==> src/rtl/carrier_wipeoff_accum_if.sv <==
`default_nettype none
// ============================================================================
// Module      : carrier_wipeoff_accum_if
// Description : Sample stream, control and I/Q result bundle for the
//               carrier wipe-off integrate-and-dump accumulator.
// Revision    : 1.0 - initial release
// ============================================================================
interface carrier_wipeoff_accum_if #(
    parameter int SAMPLE_WIDTH = 3,
    parameter int ACC_WIDTH    = 16,
    parameter int CNT_WIDTH    = 12
);
    logic                           enable;
    logic                           sample_valid;
    logic signed [SAMPLE_WIDTH-1:0] sample;
    logic signed [SAMPLE_WIDTH-1:0] sine;
    logic signed [SAMPLE_WIDTH-1:0] cosine;
    logic        [CNT_WIDTH-1:0]    dump_len;
    logic                           iq_ready;
    logic                           overrun_clr;
    logic                           iq_valid;
    logic signed [ACC_WIDTH-1:0]    i_sum;
    logic signed [ACC_WIDTH-1:0]    q_sum;
    logic                           overrun;

    // Source side: drives samples and control, consumes results.
    modport master (
        output enable, sample_valid, sample, sine, cosine, dump_len,
        output iq_ready, overrun_clr,
        input  iq_valid, i_sum, q_sum, overrun
    );

    // Accumulator side.
    modport slave (
        input  enable, sample_valid, sample, sine, cosine, dump_len,
        input  iq_ready, overrun_clr,
        output iq_valid, i_sum, q_sum, overrun
    );
endinterface
`default_nettype wire

==> src/rtl/carrier_wipeoff_accum.sv <==
`default_nettype none
// ============================================================================
// Module      : carrier_wipeoff_accum
// Description : Mixes IF samples with NCO sine/cosine and integrates I/Q with
//               saturation, dumping a result every dump_len accepted samples.
// Revision    : 1.0 - initial release
// ============================================================================
module carrier_wipeoff_accum #(
    parameter int SAMPLE_WIDTH = 3,
    parameter int ACC_WIDTH    = 16,
    parameter int CNT_WIDTH    = 12
) (
    input  wire logic              clk,
    input  wire logic              reset_n,
    carrier_wipeoff_accum_if.slave bus
);

    localparam int c_PROD_W = 2 * SAMPLE_WIDTH;
    localparam int c_EXT_W  = ((ACC_WIDTH > c_PROD_W) ? ACC_WIDTH : c_PROD_W) + 1;

    logic signed [ACC_WIDTH-1:0] r_acc_i;
    logic signed [ACC_WIDTH-1:0] r_acc_q;
    logic        [CNT_WIDTH-1:0] r_cnt;
    logic        [CNT_WIDTH-1:0] r_len;
    logic signed [ACC_WIDTH-1:0] r_i_sum;
    logic signed [ACC_WIDTH-1:0] r_q_sum;
    logic                        r_valid;
    logic                        r_overrun;

    logic                        w_accept;
    logic signed [c_PROD_W-1:0]  w_pi;
    logic signed [c_PROD_W-1:0]  w_pq;
    logic signed [c_EXT_W-1:0]   w_sum_i;
    logic signed [c_EXT_W-1:0]   w_sum_q;
    logic signed [ACC_WIDTH-1:0] w_sat_i;
    logic signed [ACC_WIDTH-1:0] w_sat_q;
    logic        [CNT_WIDTH-1:0] w_len_eff;
    logic                        w_dump;
    logic                        w_ovr_set;

    function automatic logic signed [ACC_WIDTH-1:0] f_sat(input logic signed [c_EXT_W-1:0] v);
        logic [c_EXT_W-ACC_WIDTH:0] top;
        top = v[c_EXT_W-1:ACC_WIDTH-1];
        if ((top == '0) || (top == '1))
            return v[ACC_WIDTH-1:0];
        else if (v[c_EXT_W-1])
            return {1'b1, {(ACC_WIDTH-1){1'b0}}};
        else
            return {1'b0, {(ACC_WIDTH-1){1'b1}}};
    endfunction

    assign w_accept = bus.enable && bus.sample_valid;

    // Operands are sign-extended to the product width so the full product fits.
    assign w_pi = c_PROD_W'(bus.sample) * c_PROD_W'(bus.cosine);
    assign w_pq = -(c_PROD_W'(bus.sample) * c_PROD_W'(bus.sine));

    assign w_sum_i = c_EXT_W'(r_acc_i) + c_EXT_W'(w_pi);
    assign w_sum_q = c_EXT_W'(r_acc_q) + c_EXT_W'(w_pq);
    assign w_sat_i = f_sat(w_sum_i);
    assign w_sat_q = f_sat(w_sum_q);

    // The first sample of a period uses the live dump_len; later ones the latched copy.
    assign w_len_eff = (r_cnt == '0) ? ((bus.dump_len == '0) ? CNT_WIDTH'(1) : bus.dump_len)
                                     : r_len;
    assign w_dump    = w_accept && (r_cnt == (w_len_eff - CNT_WIDTH'(1)));
    assign w_ovr_set = w_dump && r_valid && !bus.iq_ready;

    always_ff @(posedge clk or negedge reset_n) begin
        if (!reset_n) begin
            r_acc_i <= '0;
            r_acc_q <= '0;
            r_cnt   <= '0;
            r_len   <= '0;
        end else if (!bus.enable) begin
            r_acc_i <= '0;
            r_acc_q <= '0;
            r_cnt   <= '0;
        end else if (bus.sample_valid) begin
            if (r_cnt == '0)
                r_len <= w_len_eff;
            if (w_dump) begin
                r_acc_i <= '0;
                r_acc_q <= '0;
                r_cnt   <= '0;
            end else begin
                r_acc_i <= w_sat_i;
                r_acc_q <= w_sat_q;
                r_cnt   <= r_cnt + CNT_WIDTH'(1);
            end
        end
    end

    always_ff @(posedge clk or negedge reset_n) begin
        if (!reset_n) begin
            r_i_sum   <= '0;
            r_q_sum   <= '0;
            r_valid   <= 1'b0;
            r_overrun <= 1'b0;
        end else begin
            if (w_dump) begin
                r_i_sum <= w_sat_i;
                r_q_sum <= w_sat_q;
                r_valid <= 1'b1;
            end else if (r_valid && bus.iq_ready) begin
                r_valid <= 1'b0;
            end

            if (w_ovr_set)
                r_overrun <= 1'b1;
            else if (bus.overrun_clr)
                r_overrun <= 1'b0;
        end
    end

    assign bus.iq_valid = r_valid;
    assign bus.i_sum    = r_i_sum;
    assign bus.q_sum    = r_q_sum;
    assign bus.overrun  = r_overrun;

endmodule
`default_nettype wire

==> src/flat_wrapper.sv <==
// flat-port wrapper written by rule: the top's interface ports become plain ports
module carrier_wipeoff_accum_flat 
#(
    parameter int SAMPLE_WIDTH = 3,
    parameter int ACC_WIDTH    = 16,
    parameter int CNT_WIDTH    = 12
)
  (clk, reset_n, bus_enable, bus_sample_valid, bus_sample, bus_sine, bus_cosine, bus_dump_len, bus_iq_ready, bus_overrun_clr, bus_iq_valid, bus_i_sum, bus_q_sum, bus_overrun);
  carrier_wipeoff_accum_if #(.SAMPLE_WIDTH(SAMPLE_WIDTH), .ACC_WIDTH(ACC_WIDTH), .CNT_WIDTH(CNT_WIDTH)) bus_i ();
  input  wire logic clk;
  input  wire logic reset_n;
  input wire logic [$bits(bus_i.enable)-1:0] bus_enable;
  input wire logic [$bits(bus_i.sample_valid)-1:0] bus_sample_valid;
  input wire logic [$bits(bus_i.sample)-1:0] bus_sample;
  input wire logic [$bits(bus_i.sine)-1:0] bus_sine;
  input wire logic [$bits(bus_i.cosine)-1:0] bus_cosine;
  input wire logic [$bits(bus_i.dump_len)-1:0] bus_dump_len;
  input wire logic [$bits(bus_i.iq_ready)-1:0] bus_iq_ready;
  input wire logic [$bits(bus_i.overrun_clr)-1:0] bus_overrun_clr;
  output wire logic [$bits(bus_i.iq_valid)-1:0] bus_iq_valid;
  output wire logic [$bits(bus_i.i_sum)-1:0] bus_i_sum;
  output wire logic [$bits(bus_i.q_sum)-1:0] bus_q_sum;
  output wire logic [$bits(bus_i.overrun)-1:0] bus_overrun;
  assign bus_i.enable = bus_enable;
  assign bus_i.sample_valid = bus_sample_valid;
  assign bus_i.sample = bus_sample;
  assign bus_i.sine = bus_sine;
  assign bus_i.cosine = bus_cosine;
  assign bus_i.dump_len = bus_dump_len;
  assign bus_i.iq_ready = bus_iq_ready;
  assign bus_i.overrun_clr = bus_overrun_clr;
  assign bus_iq_valid = bus_i.iq_valid;
  assign bus_i_sum = bus_i.i_sum;
  assign bus_q_sum = bus_i.q_sum;
  assign bus_overrun = bus_i.overrun;
  carrier_wipeoff_accum #(.SAMPLE_WIDTH(SAMPLE_WIDTH), .ACC_WIDTH(ACC_WIDTH), .CNT_WIDTH(CNT_WIDTH)) u_core (.clk(clk), .reset_n(reset_n), .bus(bus_i));
endmodule
==> config.mk <==
export PLATFORM = sky130hd
export DESIGN_NAME = carrier_wipeoff_accum_flat
export DESIGN_NICKNAME = d
export VERILOG_FILES = /design/src/rtl/carrier_wipeoff_accum_if.sv /design/src/rtl/carrier_wipeoff_accum.sv /design/src/flat_wrapper.sv
export SDC_FILE = /design/constraint.sdc
export NUM_CORES = 1
export LEC_CHECK = 0
export CAP_MARGIN = 20
export CORE_MARGIN = 2
export CORE_UTILIZATION = 48
export DETAILED_ROUTE_END_ITERATION = 7
export GPL_ROUTABILITY_DRIVEN = 1
export PLACE_DENSITY = 0.68
export SYNTH_ARGS = -nofsm -noshare
export SYNTH_HDL_FRONTEND = slang
export SYNTH_SLANG_ARGS = --single-unit
==> constraint.sdc <==
create_clock -name clk -period 7.4 [get_ports clk]
set_input_delay 1.11 -clock clk [delete_from_list [all_inputs] [get_ports clk]]
set_output_delay 1.11 -clock clk [all_outputs]
set_load 0.05 [all_outputs]
==> results.ini <==
[global_route]
grt_use_total_pct = 23.4
grt_max_degree = 52
grt_pass1_wl_um = 30600
antenna_found_initial = 0
grt-ovfl-total = 0
grt_pass1_vias = 6240

[logic_synthesis]
ys_warn_count = 0
synth_edf_count = 0
synth_cell_types = 64
ys_seq_area_share_pct = 30.7
asyncSetResetFlopFracSynth_pct = 100
syn_nets = 910
synth_flop_cell = dfrtp_1
syn_area_per_cell_um2 = 9.28
netlist_instances = 789
netlist_area_um2 = 7330
ys_seq_elements = 90

[route]
vias = 6009
antenna_left = 0
wl_met2_um = 8760
drt-pass1-iter-count = 5
wl_um = 18200
met1Wirelength_um = 8160
drt_iter0_markers = 345
wl_met3_um = 969
wire_per_inst_um = 17.7
drc = 0
viasPerCell = 5.86
topRoutingLayerUsed = met4

[die]
fp.dieW_um = 128
dieArea_um2 = 16300
ios = 61
dieHeight_um = 128
initial_core_util_pct = 48.7
core_area_um2 = 15000
rows = 45

[cts]
postCtsSetupBuffers = 0
clkLatencyLatePin_ps = 360
ctsRootBufferMaster = clkbuf_16
cts_tree = yes
htreeDepth = 3
cts_buffers = 9
clk_path_buf_depth = 2
clk_pin_slew_ps = 80
postCtsHoldBufs = 0
cts.sinks = 90
cts_resized = 0

[final_layout]
layout-drive-gt1-share_pct = 6.56
area.growth.synth_to_final_pct = 14.2
nNetsFinal = 954
design_area_um2 = 8370
antenna_cells = 0
utilization_pct = 55.6

[power]
power_frac_seq_pct = 21.1
power.density_nw_per_um2 = 372
p_clk_share_pct = 15.4
switching_power_mw = 1.47
netSwitchingFraction_pct = 47.3
internal_power_mw = 1.64
leakage_nw = 3.87
ir_drop_mv = 0.313
p_comb_share_pct = 63.5

[timing]
setup_violations = 0
finClkSkew_ps = 12.6
final.setup.worst_slack_ps = 1160
slew_viol_final = 0
period_share_pct = 84.4
grt_setup_unrepaired = false
fin_hold_ws_ps = 490
finalCriticalPeriod_ps = 6240
hold_viol_final = 0
max_slew_margin_pct = 36.5
worstMarginPinSlew_ps = 950
fmax_mhz = 160
finalSetupTns_ps = 0

[worst_setup_path]
worstSetupPathType = in2reg
crit_arrival_ps = 6510
cp-end-kind = flip-flop
critPathMaxFanout = 15
cp-start-kind = primary input
cp.required_ps = 7670

[status]
status = finished clean

[place]
port_buffers = 60
dpl_cell_area_um2 = 8050
dp_hpwl_um = 13300
dp_slack_ps = 841
place_congestion = 0.920

[run]
cap_viol_max_count = 0

[worst_hold_path]
hold_class = reg2reg

-- synthesized netlist by cell type, types with 4 or more instances --
library cell | instances | area, um^2
buf_6 | 4 | 45.0
o2bb2ai_1 | 4 | 35.0
o21ai_0 | 92 | 460
nor4_1 | 5 | 31.3
fa_1 | 34 | 681
nand3_1 | 16 | 80.1
nor2b_1 | 5 | 31.3
nand2b_1 | 8 | 50.1
and2_1 | 17 | 106
xor2_1 | 17 | 149
o211ai_1 | 5 | 37.5
mux2_4 | 9 | 135
mux2i_1 | 16 | 160
o21ai_1 | 5 | 25.0
a22o_1 | 15 | 131
clkbuf_1 | 30 | 113
a311oi_1 | 5 | 43.8
nand3b_1 | 4 | 30.0
mux2_2 | 13 | 146
a21o_1 | 9 | 67.6
dfrtp_1 | 90 | 2250
nand4_1 | 5 | 31.3
ha_1 | 60 | 751
or4_1 | 5 | 37.5
a21oi_1 | 35 | 175
nor3_1 | 12 | 60.1
nor2_1 | 36 | 135
nand2_1 | 46 | 173
o21a_1 | 9 | 67.6
xnor2_1 | 28 | 245
a31oi_1 | 11 | 68.8
and3_1 | 6 | 37.5
inv_1 | 84 | 315
-- critical path, stage by stage --
cell	delay, ps
clkdlybuf4s50_1	560
nand2_1	160
fa_1	520
fa_1	530
inv_1	60
fa_1	540
ha_1	190
inv_1	70
fa_1	380
nand2b_1	210
a21oi_1	320
o41a_1	250
o21ai_0	150
a311oi_1	450
and2_1	530
o21ai_0	230
o21ai_0	230
-- path summary, 6_finish.rpt --
kind | from | endpoint | slack (ps) | cells after the start
max | bus_sample[2] | u_core.bus.i_sum[6] | 1160 | 17
min | u_core.r_acc_i[4] | u_core.r_acc_i[4] | 490 | 2
max reg2reg | u_core.r_cnt[0] | u_core.bus.q_sum[11] | 1310 | 16
min reg2reg | u_core.r_acc_i[4] | u_core.r_acc_i[4] | 490 | 2
max in group asynchronous | reset_n | u_core.r_cnt[1] | 5580 | 2
min in group asynchronous | reset_n | u_core.r_len[8] | 740 | 1
-- registers in the layout, indices dropped and copies added, names as in the netlist --
| register | count |
|---|---|
| u_core.r_acc_i | 16 |
| u_core.bus.q_sum | 16 |
| u_core.bus.i_sum | 16 |
| u_core.bus.iq_valid | 1 |
| u_core.r_len | 12 |
| u_core.r_cnt | 12 |
| u_core.bus.overrun | 1 |
| u_core.r_acc_q | 16 |
-- cells in the final DEF (no fill, tap or decap), types with 16 or more instances in the layout --
cell and instances:
a21oi_1 35, and2_1 17, clkdlybuf4s50_1 59, dfrtp_1 90, fa_1 34, ha_1 60, inv_1 84, mux2i_1 16
nand2_1 46, nand3_1 16, nor2_1 36, o21ai_0 92, xnor2_1 28, xor2_1 17
-- power by group through the flow --
stage	clock (mW)	combinational, mW	sequential [mW]
global placement	0	1.89	0.661
global route	0.506	2.21	0.667
floorplan	0	1.43	0.673
finish	0.480	1.97	0.656
CTS	0.489	1.96	0.655
detailed placement	0	1.95	0.663
-- kinds of logic after synthesis --
group,synth area share [%]
buf+inv,6.52
mux,6.03
simple gates,13.2
flops,30.7
fa+ha+maj,19.8
xor+xnor,5.38
compound gates,18.3
-- area by class of cell --
cell class | instances | area (um^2)
clock inverter | 7 | 77.6
sequential | 90 | 2250
tap | 188 | 235
fill | 1316 | 6670
inverter | 84 | 315
clock buffer | 9 | 225
timing repair buffer | 68 | 662
multi-input combinational | 580 | 4600
-- routing by layer --
layer | vias up | GRT usage, %
li1 | 2857 | -
met1 | 2971 | 31.3
met2 | 153 | 38.8
met3 | 28 | 3.73
met4 | 0 | 8.53
met5 | - | 0
-- metrics by stage --
step | std cells | power [mW]
final | 1026 | 3.11
after global routing | 1026 | 3.38
after CTS | 1025 | 3.11
after detailed placement | 1009 | 2.61
after global placement | 1009 | 2.55
after floorplan | 789 | 2.10
(Power assumes the default switching activity.)
